==> config.mk <==
export PLATFORM = sky130hd
export DESIGN_NAME = wb_uart_tx_flat
export DESIGN_NICKNAME = d
export VERILOG_FILES = /design/src/rtl/uart_pkg.sv /design/src/rtl/wb_uart_tx_if.sv /design/src/rtl/uart_tx_fifo.sv /design/src/rtl/wb_uart_tx.sv /design/src/flat_wrapper.sv
export SDC_FILE = /design/constraint.sdc
export NUM_CORES = 1
export LEC_CHECK = 0
export CELL_PAD_IN_SITES_DETAIL_PLACEMENT = 1
export CELL_PAD_IN_SITES_GLOBAL_PLACEMENT = 2
export CORE_MARGIN = 2
export CORE_UTILIZATION = 25
export CTS_CLUSTER_DIAMETER = 150
export DETAILED_ROUTE_END_ITERATION = 7
export PLACE_DENSITY_LB_ADDON = 0.25
export SYNTH_ARGS = -nofsm -noshare
export SYNTH_HDL_FRONTEND = slang
export SYNTH_SLANG_ARGS = --single-unit
==> constraint.sdc <==
create_clock -name i_clk -period 5.6 [get_ports i_clk]
set_input_delay 1.4 -clock i_clk [delete_from_list [all_inputs] [get_ports i_clk]]
set_output_delay 1.4 -clock i_clk [all_outputs]
set_load 0.03 [all_outputs]
==> src/rtl/uart_pkg.sv <==
// rtl/uart_pkg.sv - shared FSM encodings and UART frame constants for wb_uart_tx
package uart_pkg;

  typedef logic [2:0] uart_state_t;

  // Transmitter FSM state encodings
  localparam uart_state_t ST_IDLE   = 3'd0;
  localparam uart_state_t ST_LOAD   = 3'd1;
  localparam uart_state_t ST_START  = 3'd2;
  localparam uart_state_t ST_DATA   = 3'd3;
  localparam uart_state_t ST_PARITY = 3'd4;
  localparam uart_state_t ST_STOP   = 3'd5;

  // Frame constants
  localparam int   UART_DATA_BITS  = 8;
  localparam logic UART_IDLE_LEVEL = 1'b1;

  // Even parity: XOR of all data bits
  function automatic logic even_parity(input logic [UART_DATA_BITS-1:0] d);
    return ^d;
  endfunction

endpackage

==> src/rtl/wb_uart_tx_if.sv <==
// rtl/wb_uart_tx_if.sv - write-only Wishbone byte port of the UART transmitter
interface wb_uart_tx_if;
  import uart_pkg::*;

  logic                      i_wb_cyc;
  logic                      i_wb_stb;
  logic [UART_DATA_BITS-1:0] i_wb_data;
  logic                      o_wb_ack;
  logic                      o_wb_stall;

  modport master (
    output i_wb_cyc, i_wb_stb, i_wb_data,
    input  o_wb_ack, o_wb_stall
  );

  modport slave (
    input  i_wb_cyc, i_wb_stb, i_wb_data,
    output o_wb_ack, o_wb_stall
  );

endinterface

==> src/rtl/uart_tx_fifo.sv <==
// rtl/uart_tx_fifo.sv - synchronous byte FIFO with registered full/empty flags
module uart_tx_fifo #(
  parameter int AW = 4,
  parameter int DW = 8
) (
  input  logic          i_clk,
  input  logic          i_reset,
  input  logic          push,
  input  logic [DW-1:0] push_data,
  input  logic          pop,
  output logic [DW-1:0] pop_data,
  output logic          full,
  output logic          empty
);
  localparam int              DEPTH    = 1 << AW;
  localparam logic [AW:0]     CNT_ONE  = (AW+1)'(1);
  localparam logic [AW:0]     CNT_FULL = (AW+1)'(DEPTH);
  localparam logic [AW-1:0]   PTR_ONE  = AW'(1);

  logic [DW-1:0] mem [DEPTH];
  logic [AW-1:0] wr_ptr;
  logic [AW-1:0] rd_ptr;
  logic [AW:0]   count_r;
  logic          full_r;
  logic          empty_r;
  logic          do_push;
  logic          do_pop;

  // Refuse a push while full and a pop while empty so pointers never cross
  assign do_push  = push && !full_r;
  assign do_pop   = pop && !empty_r;
  assign pop_data = mem[rd_ptr];
  assign full     = full_r;
  assign empty    = empty_r;

  // Storage array; no reset needed because pointers gate every read
  always_ff @(posedge i_clk) begin
    if (do_push) begin
      mem[wr_ptr] <= push_data;
    end
  end

  // Pointers, occupancy and flags; a simultaneous push and pop leaves occupancy unchanged
  always_ff @(posedge i_clk) begin
    if (i_reset) begin
      wr_ptr  <= '0;
      rd_ptr  <= '0;
      count_r <= '0;
      full_r  <= 1'b0;
      empty_r <= 1'b1;
    end else begin
      if (do_push) begin
        wr_ptr <= wr_ptr + PTR_ONE;
      end
      if (do_pop) begin
        rd_ptr <= rd_ptr + PTR_ONE;
      end
      if (do_push && !do_pop) begin
        count_r <= count_r + CNT_ONE;
        full_r  <= (count_r == CNT_FULL - CNT_ONE);
        empty_r <= 1'b0;
      end else if (do_pop && !do_push) begin
        count_r <= count_r - CNT_ONE;
        full_r  <= 1'b0;
        empty_r <= (count_r == CNT_ONE);
      end
    end
  end

endmodule

==> src/rtl/wb_uart_tx.sv <==
// rtl/wb_uart_tx.sv - Wishbone-fed UART transmitter, 8N1 (8E1 when UART_TX_PARITY_EN is defined)
module wb_uart_tx #(
  parameter int BAUD_DIV_RATE  = 2604,
  parameter int BAUD_DIV_WIDTH = 12,
  parameter int FIFO_AW        = 4
) (
  input  logic        i_clk,
  input  logic        i_reset,
  wb_uart_tx_if.slave wb,
  output logic        uart_tx,
  output logic        uart_busy
);
  import uart_pkg::*;

  localparam logic [BAUD_DIV_WIDTH-1:0] BAUD_RELOAD = BAUD_DIV_WIDTH'(BAUD_DIV_RATE - 1);
  localparam logic [BAUD_DIV_WIDTH-1:0] BAUD_ONE    = BAUD_DIV_WIDTH'(1);
  localparam logic [2:0]                LAST_BIT    = 3'(UART_DATA_BITS - 1);

  uart_state_t               state;
  logic [BAUD_DIV_WIDTH-1:0] baud_cnt;
  logic [2:0]                bit_idx;
  logic [UART_DATA_BITS-1:0] shift_reg;
  logic                      tx_r;
  logic                      ack_r;
  logic                      accept;
  logic                      baud_done;
  logic                      fifo_full;
  logic                      fifo_empty;
  logic [UART_DATA_BITS-1:0] fifo_rd_data;
`ifdef UART_TX_PARITY_EN
  logic                      parity_bit;
`endif

  assign accept        = wb.i_wb_cyc && wb.i_wb_stb && !fifo_full;
  assign wb.o_wb_stall = fifo_full;
  assign wb.o_wb_ack   = ack_r;
  assign baud_done     = (baud_cnt == '0);
  assign uart_tx       = tx_r;
  assign uart_busy     = (state != ST_IDLE) || !fifo_empty;

  // The FSM only enters LOAD with data queued, so LOAD doubles as the pop strobe
  uart_tx_fifo #(
    .AW (FIFO_AW),
    .DW (UART_DATA_BITS)
  ) u_fifo (
    .i_clk     (i_clk),
    .i_reset   (i_reset),
    .push      (accept),
    .push_data (wb.i_wb_data),
    .pop       (state == ST_LOAD),
    .pop_data  (fifo_rd_data),
    .full      (fifo_full),
    .empty     (fifo_empty)
  );

  // Acknowledge each accepted write one cycle later
  always_ff @(posedge i_clk) begin
    if (i_reset) begin
      ack_r <= 1'b0;
    end else begin
      ack_r <= accept;
    end
  end

  // Frame sequencer: every bit period starts with a reload and ends when the counter hits zero
  always_ff @(posedge i_clk) begin
    if (i_reset) begin
      state     <= ST_IDLE;
      tx_r      <= UART_IDLE_LEVEL;
      baud_cnt  <= '0;
      bit_idx   <= '0;
      shift_reg <= '0;
`ifdef UART_TX_PARITY_EN
      parity_bit <= 1'b0;
`endif
    end else begin
      case (state)
        ST_IDLE: begin
          tx_r <= UART_IDLE_LEVEL;
          if (!fifo_empty) begin
            state <= ST_LOAD;
          end
        end
        ST_LOAD: begin
          shift_reg <= fifo_rd_data;
`ifdef UART_TX_PARITY_EN
          parity_bit <= even_parity(fifo_rd_data);
`endif
          tx_r     <= ~UART_IDLE_LEVEL;
          baud_cnt <= BAUD_RELOAD;
          state    <= ST_START;
        end
        ST_START: begin
          if (baud_done) begin
            tx_r      <= shift_reg[0];
            shift_reg <= {1'b0, shift_reg[UART_DATA_BITS-1:1]};
            bit_idx   <= '0;
            baud_cnt  <= BAUD_RELOAD;
            state     <= ST_DATA;
          end else begin
            baud_cnt <= baud_cnt - BAUD_ONE;
          end
        end
        ST_DATA: begin
          if (baud_done) begin
            baud_cnt <= BAUD_RELOAD;
            if (bit_idx == LAST_BIT) begin
`ifdef UART_TX_PARITY_EN
              tx_r  <= parity_bit;
              state <= ST_PARITY;
`else
              tx_r  <= UART_IDLE_LEVEL;
              state <= ST_STOP;
`endif
            end else begin
              tx_r      <= shift_reg[0];
              shift_reg <= {1'b0, shift_reg[UART_DATA_BITS-1:1]};
              bit_idx   <= bit_idx + 3'd1;
            end
          end else begin
            baud_cnt <= baud_cnt - BAUD_ONE;
          end
        end
        ST_PARITY: begin
          if (baud_done) begin
            tx_r     <= UART_IDLE_LEVEL;
            baud_cnt <= BAUD_RELOAD;
            state    <= ST_STOP;
          end else begin
            baud_cnt <= baud_cnt - BAUD_ONE;
          end
        end
        ST_STOP: begin
          tx_r <= UART_IDLE_LEVEL;
          if (baud_done) begin
            state <= fifo_empty ? ST_IDLE : ST_LOAD;
          end else begin
            baud_cnt <= baud_cnt - BAUD_ONE;
          end
        end
        default: begin
          tx_r  <= UART_IDLE_LEVEL;
          state <= ST_IDLE;
        end
      endcase
    end
  end

endmodule

==> src/flat_wrapper.sv <==
// flat-port wrapper written by rule: the top's interface ports become plain ports
module wb_uart_tx_flat import uart_pkg::*;
#(
  parameter int BAUD_DIV_RATE  = 2604,
  parameter int BAUD_DIV_WIDTH = 12,
  parameter int FIFO_AW        = 4
)
  (i_clk, i_reset, uart_tx, uart_busy, wb_i_wb_cyc, wb_i_wb_stb, wb_i_wb_data, wb_o_wb_ack, wb_o_wb_stall);
  wb_uart_tx_if wb_i ();
  input  logic i_clk;
  input  logic i_reset;
  output logic uart_tx;
  output logic uart_busy;
  input wire logic [$bits(wb_i.i_wb_cyc)-1:0] wb_i_wb_cyc;
  input wire logic [$bits(wb_i.i_wb_stb)-1:0] wb_i_wb_stb;
  input wire logic [$bits(wb_i.i_wb_data)-1:0] wb_i_wb_data;
  output wire logic [$bits(wb_i.o_wb_ack)-1:0] wb_o_wb_ack;
  output wire logic [$bits(wb_i.o_wb_stall)-1:0] wb_o_wb_stall;
  assign wb_i.i_wb_cyc = wb_i_wb_cyc;
  assign wb_i.i_wb_stb = wb_i_wb_stb;
  assign wb_i.i_wb_data = wb_i_wb_data;
  assign wb_o_wb_ack = wb_i.o_wb_ack;
  assign wb_o_wb_stall = wb_i.o_wb_stall;
  wb_uart_tx #(.BAUD_DIV_RATE(BAUD_DIV_RATE), .BAUD_DIV_WIDTH(BAUD_DIV_WIDTH), .FIFO_AW(FIFO_AW)) u_core (.i_clk(i_clk), .i_reset(i_reset), .wb(wb_i), .uart_tx(uart_tx), .uart_busy(uart_busy));
endmodule
==> impl_metrics.py, run 1 <==
metrics = {
    "run_status": {
        "status": "finished, final reports clean",
    },
    "clocking": {
        "insertion_delay_ns": 0.43,
        "cts.sinks": 175,
        "clock-root-buffer": "clkbuf_16",
        "cts_resized": 0,
        "postCtsHoldBufs": 0,
        "cts_htree_levels": 4,
        "cts_max_path_buffers": 2,
        "cts.clk_slew.worst_paths_ns": 0.07,
        "cts_buffers": 17,
        "postCtsSetupRepairBufs": 0,
        "cts_tree": "yes",
    },
    "layout": {
        "nNetsFinal": 529,
        "final_common_cell": "edfxtp_1",
        "multi_input_area_um2": 2350,
        "insertedDiodeCount": 0,
        "area_delta_synth_final_pct": 15.2,
        "ff_latch_area_um2": 4790,
        "largest_register_ffs": 128,
        "fin_area_um2": 8400,
        "final_cell_mix": "edfxtp_1 (128), dfxtp_1 (46), nor2_1 (39)",
        "layout-drive-gt1-share": 0.151,
        "n_fill_cell": 3074,
    },
    "sta": {
        "rsz0062_at_grt": "false",
        "skew_ns": 0.0136,
        "fmax_mhz": 271,
        "hold_viol_final": 0,
        "post-route-min-period_ns": 3.69,
        "layout_worst_path_cycle_share": 0.660,
        "tns_ns": 0,
        "drv_slew": 0,
        "worst_slew_pin_slew_ns": 1.08,
        "setup_viol": 0,
        "relSlewSlack": 0.272,
    },
    "worst_hold_path": {
        "holdPathStages": 2,
        "hold_end": "u_core.shift_reg[0]",
        "hp-start": "u_core.shift_reg[1]",
        "min_path_type": "reg2reg",
    },
    "critical_path": {
        "path_max_fanout": 20,
        "worstPathRequired_ns": 4.20,
        "crit_path_start_kind": "register",
        "critPathKind": "reg2out",
        "crit_path_end_kind": "output pin",
        "cp.arrival_ns": 2.29,
        "reg2reg_setup_slack_ns": 2.77,
        "worstReg2RegStart": "u_core.state[1]",
        "worst_r2r_endpoint": "u_core.u_fifo.count_r[3]",
        "worstRegToRegCells": 7,
    },
    "yosys": {
        "yosysWarnings": 0,
        "syn_area_per_cell_um2": 14.8,
        "syn_area_um2": 7290,
        "ys.flop_type": "edfxtp_1",
        "async_flop_share": 0,
        "syn_nets": 520,
        "synth_cell_types": 55,
        "yosysSeqAreaShare": 0.656,
        "synth_edf_count": 128,
        "ys_seq_elements": 175,
        "netlist_instances": 494,
    },
    "place": {
        "portBuffers": 15,
        "dp_hpwl_um": 11100,
        "placed_area_um2": 7830,
        "gp_congestion": 0.715,
    },
    "floorplanning": {
        "core_area_um2": 28700,
        "io_pins": 16,
        "die_area_um2": 30500,
        "floorplan.initialDensity": 0.254,
        "die_x_um": 175,
        "die_h_um": 175,
        "rows": 62,
    },
    "job": {
        "max_cap_violations": 0,
    },
    "detailed_routing": {
        "wl_um": 17100,
        "dr.pass1.iters": 4,
        "ant_nets": 0,
        "drt_iter0_drc": 225,
        "vias_per_cell": 4.67,
        "drc": 0,
        "routedWlPerCell_um": 19.0,
        "num_vias": 4199,
    },
    "power_and_ir_drop": {
        "ir_drop_v": 0.000213,
        "leakage_nw": 2.64,
        "p_total_mw": 3.58,
        "p_per_area_nw_per_um2": 427,
    },
    "global_routing": {
        "antenna_found_initial": 0,
        "grt_pass1_wl_um": 27100,
        "grt_pass1_vias": 4429,
        "grt_usage": 0.118,
        "grt_remaining_overflow": 0,
        "grt_max_degree": 33,
    },
}
critical path, stage by stage, from the launching register on:
cell	delay (ns)
dfxtp_1	0.76
nor2_1	0.20
nand2_1	0.14
or2_2	0.11
clkdlybuf4s50_1	0.66
power breakdown:
| part | switching, mW | internal, mW | leakage, nW |
|---|---|---|---|
| Sequential | 0.114 | 1.48 | 1.54 |
| Combinational | 0.495 | 0.323 | 0.828 |
| Clock | 0.544 | 0.629 | 0.279 |
| Total | 1.15 | 2.43 | 2.64 |
synthesized netlist by cell type (4+ instances only):
cell type  count  share of area
buf_1          4         0.0021
a311oi_1       8         0.0096
and2_1         5         0.0043
a22o_1        16          0.019
or4_1          5         0.0051
xor2_1         6         0.0072
dfxtp_1       47           0.13
o21ai_0       15          0.010
buf_2          5         0.0034
clkbuf_1      19         0.0098
a31oi_1        7         0.0060
nand3_1        4         0.0027
nor2b_1        5         0.0043
ha_1          14          0.024
nand4_1        6         0.0051
o31ai_1        7         0.0072
edfxtp_1     128           0.53
nor3_1         8         0.0055
inv_1          9         0.0046
mux4_2        32          0.099
nor2_1        39          0.020
nand2_1       21          0.011
and3_1         4         0.0034
or3_1          5         0.0043
nand2b_1       4         0.0034
a21oi_1       30          0.021
cell families (layout without fill, tap and decap cells):
kind of cell    Yosys count  after routing  share of synthesized area
compound gates           99             99                     0.0949
xor+xnor                  9              9                     0.0108
fa+ha+maj                14             14                     0.0240
simple gates            125            125                     0.0910
flops                   175            175                      0.656
mux                      34             34                      0.102
buf+inv                  38             60                     0.0215
per-stage QoR:
| step | cells | setup slack, ns | utilization | hold WS, ns |
|---|---|---|---|---|
| 6_report | 900 | 1.91 | 0.293 | 0.481 |
| 5_1_grt | 900 | 1.75 | 0.293 | 0.511 |
| 4_1_cts | 900 | 1.88 | 0.293 | 0.490 |
| 3_5_place_dp | 868 | 1.89 | 0.273 | 0.479 |
| 3_3_place_gp | 868 | 2.00 | 0.273 | 0.465 |
| 2_1_floorplan | 494 | 2.61 | - | 0.450 |
worst max path at each step:
| stage | start | slack [ns] | to | depth (start not counted) |
|---|---|---|---|---|
| final | u_core.state[1] | 1.91 | uart_busy | 4 |
| after global routing | u_core.state[1] | 1.75 | uart_busy | 4 |
| after CTS | u_core.state[1] | 1.88 | uart_busy | 4 |
| after detailed placement | wb_i_wb_cyc | 1.89 | u_core.u_fifo.mem[2][2] | 5 |
| after global placement | wb_i_wb_cyc | 2.00 | u_core.u_fifo.mem[3][2] | 5 |
| after floorplan | wb_i_wb_cyc | 2.61 | u_core.u_fifo.mem[3][0] | 4 |
final cells by class:
| class | count | area share |
|---|---|---|
| sequential | 175 | 0.570 |
| timing repair buffer | 19 | 0.0215 |
| inverter | 9 | 0.00402 |
| clock buffer | 18 | 0.0511 |
| multi-input combinational | 281 | 0.280 |
| tap | 384 | 0.0572 |
| clock inverter | 14 | 0.0165 |
metal layers:
layer | part of all wire | GRT usage | routed length, um | up-vias
met1 | 0.48 | 0.158 | 8150 | 2171
li1 | - | - | - | 1964
met2 | 0.49 | 0.194 | 8370 | 52
met3 | 0.027 | 0.0283 | 457 | 12
met4 | 0.0084 | 0.0267 | 144 | 0
met5 | 0 | 0 | 0 | -
Note: power is estimated with default switching activity, not from simulation.
==> inputs of run 2 (changes only) <==
- clock period: 5.6 -> 3.2 ns (I/O delays scaled with it)
==> impl_metrics.py, run 2 (synthesis results as in run 1) <==
metrics = {
    "clocking": {
        "cts_resized": 0,
        "cts_buffers": 17,
        "postCtsHoldBufs": 0,
        "postCtsSetupRepairBufs": 0,
        "clock-root-buffer": "clkbuf_16",
        "cts_tree": "yes",
        "cts_max_path_buffers": 2,
        "cts.clk_slew.worst_paths_ns": 0.07,
        "cts.sinks": 175,
        "insertion_delay_ns": 0.44,
        "cts_htree_levels": 4,
    },
    "global_routing": {
        "grt_pass1_wl_um": 26800,
        "grt_remaining_overflow": 0,
        "antenna_found_initial": 0,
        "grt_max_degree": 35,
        "grt_usage": 0.118,
        "grt_pass1_vias": 4617,
    },
    "critical_path": {
        "critPathMaxStageDelay_ns": 0.60,
        "crit_path_start_kind": "register",
        "critPathKind": "reg2out",
        "path_buf_inv": 1,
        "cp_top_family": "simple AND/OR/NAND/NOR gates",
        "worstPathRequired_ns": 2.40,
        "path_cells": "nor2_1, nand2_1, or2_2, clkdlybuf4s50_1",
        "worstRegToRegCells": 8,
        "cp.arrival_ns": 2.14,
        "cp_num_cells": 4,
        "crit_path_end_kind": "output pin",
        "slowest_stage": "clkdlybuf4s50_1",
        "path_max_fanout": 13,
    },
    "layout": {
        "layout-drive-gt1-share": 0.182,
        "largest_register_ffs": 128,
        "fin_area_um2": 8560,
        "area_delta_synth_final_pct": 17.4,
        "final_common_cell": "edfxtp_1",
        "insertedDiodeCount": 0,
        "final_cell_mix": "edfxtp_1 (128), dfxtp_1 (46), nor2_1 (39)",
        "nNetsFinal": 550,
        "final_cells": 921,
    },
    "sta": {
        "rsz0062_at_grt": "false",
        "drv_slew": 0,
        "relSlewSlack": 0.510,
        "tns_ns": 0,
        "fmax_mhz": 340,
        "hold_slack_ns": 0.489,
        "skew_ns": 0.0186,
        "worst_slew_pin_slew_ns": 0.734,
        "layout_worst_path_cycle_share": 0.918,
        "hold_viol_final": 0,
        "post-route-min-period_ns": 2.94,
        "setup_viol": 0,
    },
    "floorplanning": {
        "floorplan.initialDensity": 0.254,
        "die_area_um2": 30500,
        "rows": 62,
        "core_area_um2": 28700,
        "die_x_um": 175,
        "io_pins": 16,
        "die_h_um": 175,
    },
    "power_and_ir_drop": {
        "p_per_area_nw_per_um2": 733,
        "leakage_nw": 2.75,
        "ir_drop_v": 0.000404,
    },
    "detailed_routing": {
        "routedWlPerCell_um": 18.4,
        "drt_iter0_drc": 231,
        "ant_nets": 0,
        "dr.pass1.iters": 6,
        "num_vias": 4242,
        "vias_per_cell": 4.61,
        "wl_um": 16900,
        "drc": 0,
    },
    "job": {
        "max_cap_violations": 0,
    },
    "place": {
        "gp_congestion": 0.706,
        "placed_cells": 889,
        "dp_hpwl_um": 10900,
        "placed_area_um2": 8000,
        "portBuffers": 15,
    },
    "worst_hold_path": {
        "holdPathStages": 2,
        "min_path_type": "reg2reg",
    },
    "run_status": {
        "status": "finished, final reports clean",
    },
}
[run 2: cell count changes in the layout (fill, tap and decap cells not counted)]
cell | previous run | this run
clkinv_2 | 1 | 2
inv_6 | 8 | 4
clkinvlp_4 | 1 | 2
clkinv_4 | 0 | 1
buf_12 | 0 | 1
buf_4 | 4 | 24
clkinv_1 | 1 | 2
[run 2: metal layers]
metal / global-route usage / vias up / wire length [um]
met5: 0 / - / 0
met4: 0.0344 / 0 / 168
met3: 0.0281 / 16 / 574
met2: 0.196 / 57 / 8340
met1: 0.152 / 2171 / 7840
li1: - / 1998 / -
[run 2: where the power goes]
group          internal [mW]  switching, mW  leakage (nW)
clock                   1.08          0.916         0.270
sequential              2.58          0.168          1.54
combinational          0.614          0.910         0.944
total                   4.28           1.99          2.75
[run 2: path summary, 6_finish.rpt]
kind                                   startpoint                        to  slack (ns)
worst min-delay path            u_core.bit_idx[2]         u_core.bit_idx[2]        0.49
worst max register to register    u_core.state[0]  u_core.u_fifo.count_r[3]        0.85
worst min register to register  u_core.bit_idx[2]         u_core.bit_idx[2]        0.49
worst max-delay path              u_core.state[0]                 uart_busy        0.26
[run 2: per-stage QoR]
stage                      util  setup slack (ns)  total power, mW
after floorplan               -             0.613             3.89
after global placement    0.279             0.571             4.30
after detailed placement  0.279             0.569             4.35
after CTS                 0.298             0.249             6.38
after global routing      0.298             0.163             6.66
final                     0.298             0.262             6.28
[run 2: area by class of cell]
type / instances / area (um2)
clock buffer: 18 / 429
clock inverter: 14 / 129
fill: 3073 / 20100
inverter: 9 / 33.8
multi-input combinational: 281 / 2350
sequential: 175 / 4790
tap: 384 / 480
timing repair buffer: 40 / 350
[run 2: worst min-delay path, cell delays in order (launching register included)]
cell	delay (ns)
dfxtp_1	0.31
o21ai_0	0.07
a21oi_1	0.06
==> RTL edit (config.mk and constraints of run 2) <==
`BAUD_DIV_WIDTH` is set to 12 in 2 places; all go to 16.
--- a/src/rtl/wb_uart_tx.sv
+++ b/src/rtl/wb_uart_tx.sv
@@ -1,7 +1,7 @@
 // rtl/wb_uart_tx.sv - Wishbone-fed UART transmitter, 8N1 (8E1 when UART_TX_PARITY_EN is defined)
 module wb_uart_tx #(
   parameter int BAUD_DIV_RATE  = 2604,
-  parameter int BAUD_DIV_WIDTH = 12,
+  parameter int BAUD_DIV_WIDTH = 16,
   parameter int FIFO_AW        = 4
 ) (
   input  logic        i_clk,
--- a/src/flat_wrapper.sv
+++ b/src/flat_wrapper.sv
@@ -2,7 +2,7 @@
 module wb_uart_tx_flat import uart_pkg::*;
 #(
   parameter int BAUD_DIV_RATE  = 2604,
-  parameter int BAUD_DIV_WIDTH = 12,
+  parameter int BAUD_DIV_WIDTH = 16,
   parameter int FIFO_AW        = 4
 )
   (i_clk, i_reset, uart_tx, uart_busy, wb_i_wb_cyc, wb_i_wb_stb, wb_i_wb_data, wb_o_wb_ack, wb_o_wb_stall);
Formal check against the unedited RTL: no difference found for any inputs over 10 cycles, from zero or initial values and one cycle with i_reset high; that may be too few to reach the edited logic, so the function may still have changed.
==> RTL edit against run 2 <==
  * Global-route usage up 0.56 points
  * First-iteration DRC count rose by 13%
  * Cell count grew 4.2%
  * Sequential cell count is 4 higher
  * Total power decreased by 11%
  * Wire length increased by 7.3%
  * Area after synthesis up 3.4%
  * Design area up 3.6%
  * Highest routed layer unchanged
  * Worst setup slack gained 0.11 ns
==> RTL edit: results (changes against run 2) <==
Parameter                              Value

Outcome
  Run status ... finished clean

Placed design
  Area of placed instances ... 8280 um^2 (+3.5%)
  Estimated wirelength of the detail-placed design ... 12200 um (+12%)
  Setup slack at placement ... 0.614 ns (+0.0452 ns)
  Post-placement cell count ... 928 (+4.4%)
  GP Congestion ... 0.738 (+4.5%)

Finish
  Fraction of layout instances using a drive strength above 1 ... 0.195 (+0.0122)
  Post-layout net count ... 582 (+5.8%)
  Non-filler cells, final ... 960 (+4.2%)

Routing
  Length of the first detailed-routing pass in iterations ... 4 (-2)
  Final routed wirelength across all metal layers ... 18200 um (+7.3%)
  Vias per cell ... 4.68 (+1.5%)
  First DRT Iteration DRCs ... 261 (+13%)

Yosys
  Portion of synthesized cell area occupied by the leading cell type ... 0.510 (-0.0176)
  Synth Instances ... 521 (+5.5%)
  Sequential fraction of the synthesis area ... 0.645 (-0.0113)
  Nets in the synthesized netlist ... 546 (+5.0%)
  Top post-synthesis cells by area ... sky130_fd_sc_hd__edfxtp_1 51%, sky130_fd_sc_hd__dfxtp_1 14%, sky130_fd_sc_hd__mux4_2 12%
  Share of synthesized flip-flops with an asynchronous set or reset ... 0 (unchanged)
  Count of unique library cells instantiated by Yosys ... 54 (-1.8%)
  Cell area after technology mapping ... 7540 um^2 (+3.4%)
  Post-synth top cells ... 128 x sky130_fd_sc_hd__edfxtp_1, 51 x sky130_fd_sc_hd__dfxtp_1, 42 x sky130_fd_sc_hd__nor2_1, 40 x sky130_fd_sc_hd__mux4_2, 35 x sky130_fd_sc_hd__nand2_1

Timing
  Relative slew margins ... 0.508 (-0.00203)
  Final worst clock skew ... 0.0102 ns (-0.00840 ns)

Global routing
  Wire length of the first global-routing pass ... 28700 um (+7.1%)
  Total Routing Usage GR ... 0.123 (+0.00565)
  Largest net degree at the start of global routing ... 20 (-43%)
  Vias in the first global route ... 4757 (+3.0%)

Setup path
  Maximum fanout along the worst path ... 12 (-1)
  Longest individual stage delay on the worst path ... 0.67 ns (+0.07 ns)
  Signal arrival time at the worst endpoint ... 2.02 ns (-0.12 ns)

Pwr
  Peak ir drop on the vdd network ... 374 uV (-7.4%)
  LEAKAGE ... 2.82 nW (+2.6%)

Clock network
  Root cell of the clock tree ... sky130_fd_sc_hd__clkbuf_16
RTL edit: changes by cell type after synthesis, sizes merged, moves of 5 or more:
cell,change
mux4,+8
nand2,+15
nand3,+6
nor3,+5
nor4,+6
o21ai,-5
a22o,-16
RTL edit: cell families after synthesis:
| family | after synthesis | share of synthesized area |
|---|---|---|
| mux | 44 | 0.125 |
| simple gates | 154 | 0.106 |
| xor+xnor | 11 | 0.0128 |
| compound gates | 81 | 0.0680 |
| fa+ha+maj | 13 | 0.0216 |
| buf+inv | 39 | 0.0219 |
| flops | 179 | 0.645 |
RTL edit: per-layer routing:
metal  routed length, um  up-vias  share of wire  global-route usage
met4                 235        0          0.013              0.0369
met2                8810       38           0.48               0.201
met3                 417       16          0.023              0.0272
met5                   0        -              0                   0
met1                8710     2328           0.48               0.164
li1                    -     2106              -                   -
RTL edit: where the power goes:
part / leakage (nW) / switching, W / internal (W) / total [W]
sequential: 1.57 / 0.000114 / 0.00257 / 0.00268
clock: 0.276 / 0.00103 / 0.00105 / 0.00208
combinational: 0.977 / 0.000528 / 0.000298 / 0.000826
total: 2.82 / 0.00167 / 0.00392 / 0.00559
RTL edit: final timing paths:
| check | startpoint | end | slack (ns) | depth (start not counted) |
|---|---|---|---|---|
| worst max-delay path | u_core.state[1] | uart_busy | 0.38 | 3 |
| worst min-delay path | u_core.shift_reg[7] | u_core.shift_reg[7] | 0.46 | 2 |
| worst max register to register | u_core.baud_cnt[0] | u_core.shift_reg[5] | 0.70 | 7 |
| worst min register to register | u_core.shift_reg[7] | u_core.shift_reg[7] | 0.46 | 2 |
RTL edit: critical path: cells and delay by family (launching register included):
kind	cells	cell delay, ns
flip-flops	1	0.62
buffers and inverters	1	0.67
AND/OR/NAND/NOR	2	0.31
RTL edit: cell type report:
cell class / count / area [um^2]
Inverter: 12 / 45.0
Clock buffer: 18 / 429
Multi-Input combinational cell: 303 / 2510
Timing Repair Buffer: 44 / 368
Fill cell: 3194 / 20800
Sequential cell: 179 / 4870
Tap cell: 390 / 488
Clock inverter: 14 / 154
RTL edit: through the flow:
step,power [W],hold WS (ns)
after floorplan,0.00328,0.429
after global placement,0.00355,0.446
after detailed placement,0.00358,0.450
after CTS,0.00567,0.461
after global routing,0.00586,0.487
final,0.00559,0.458
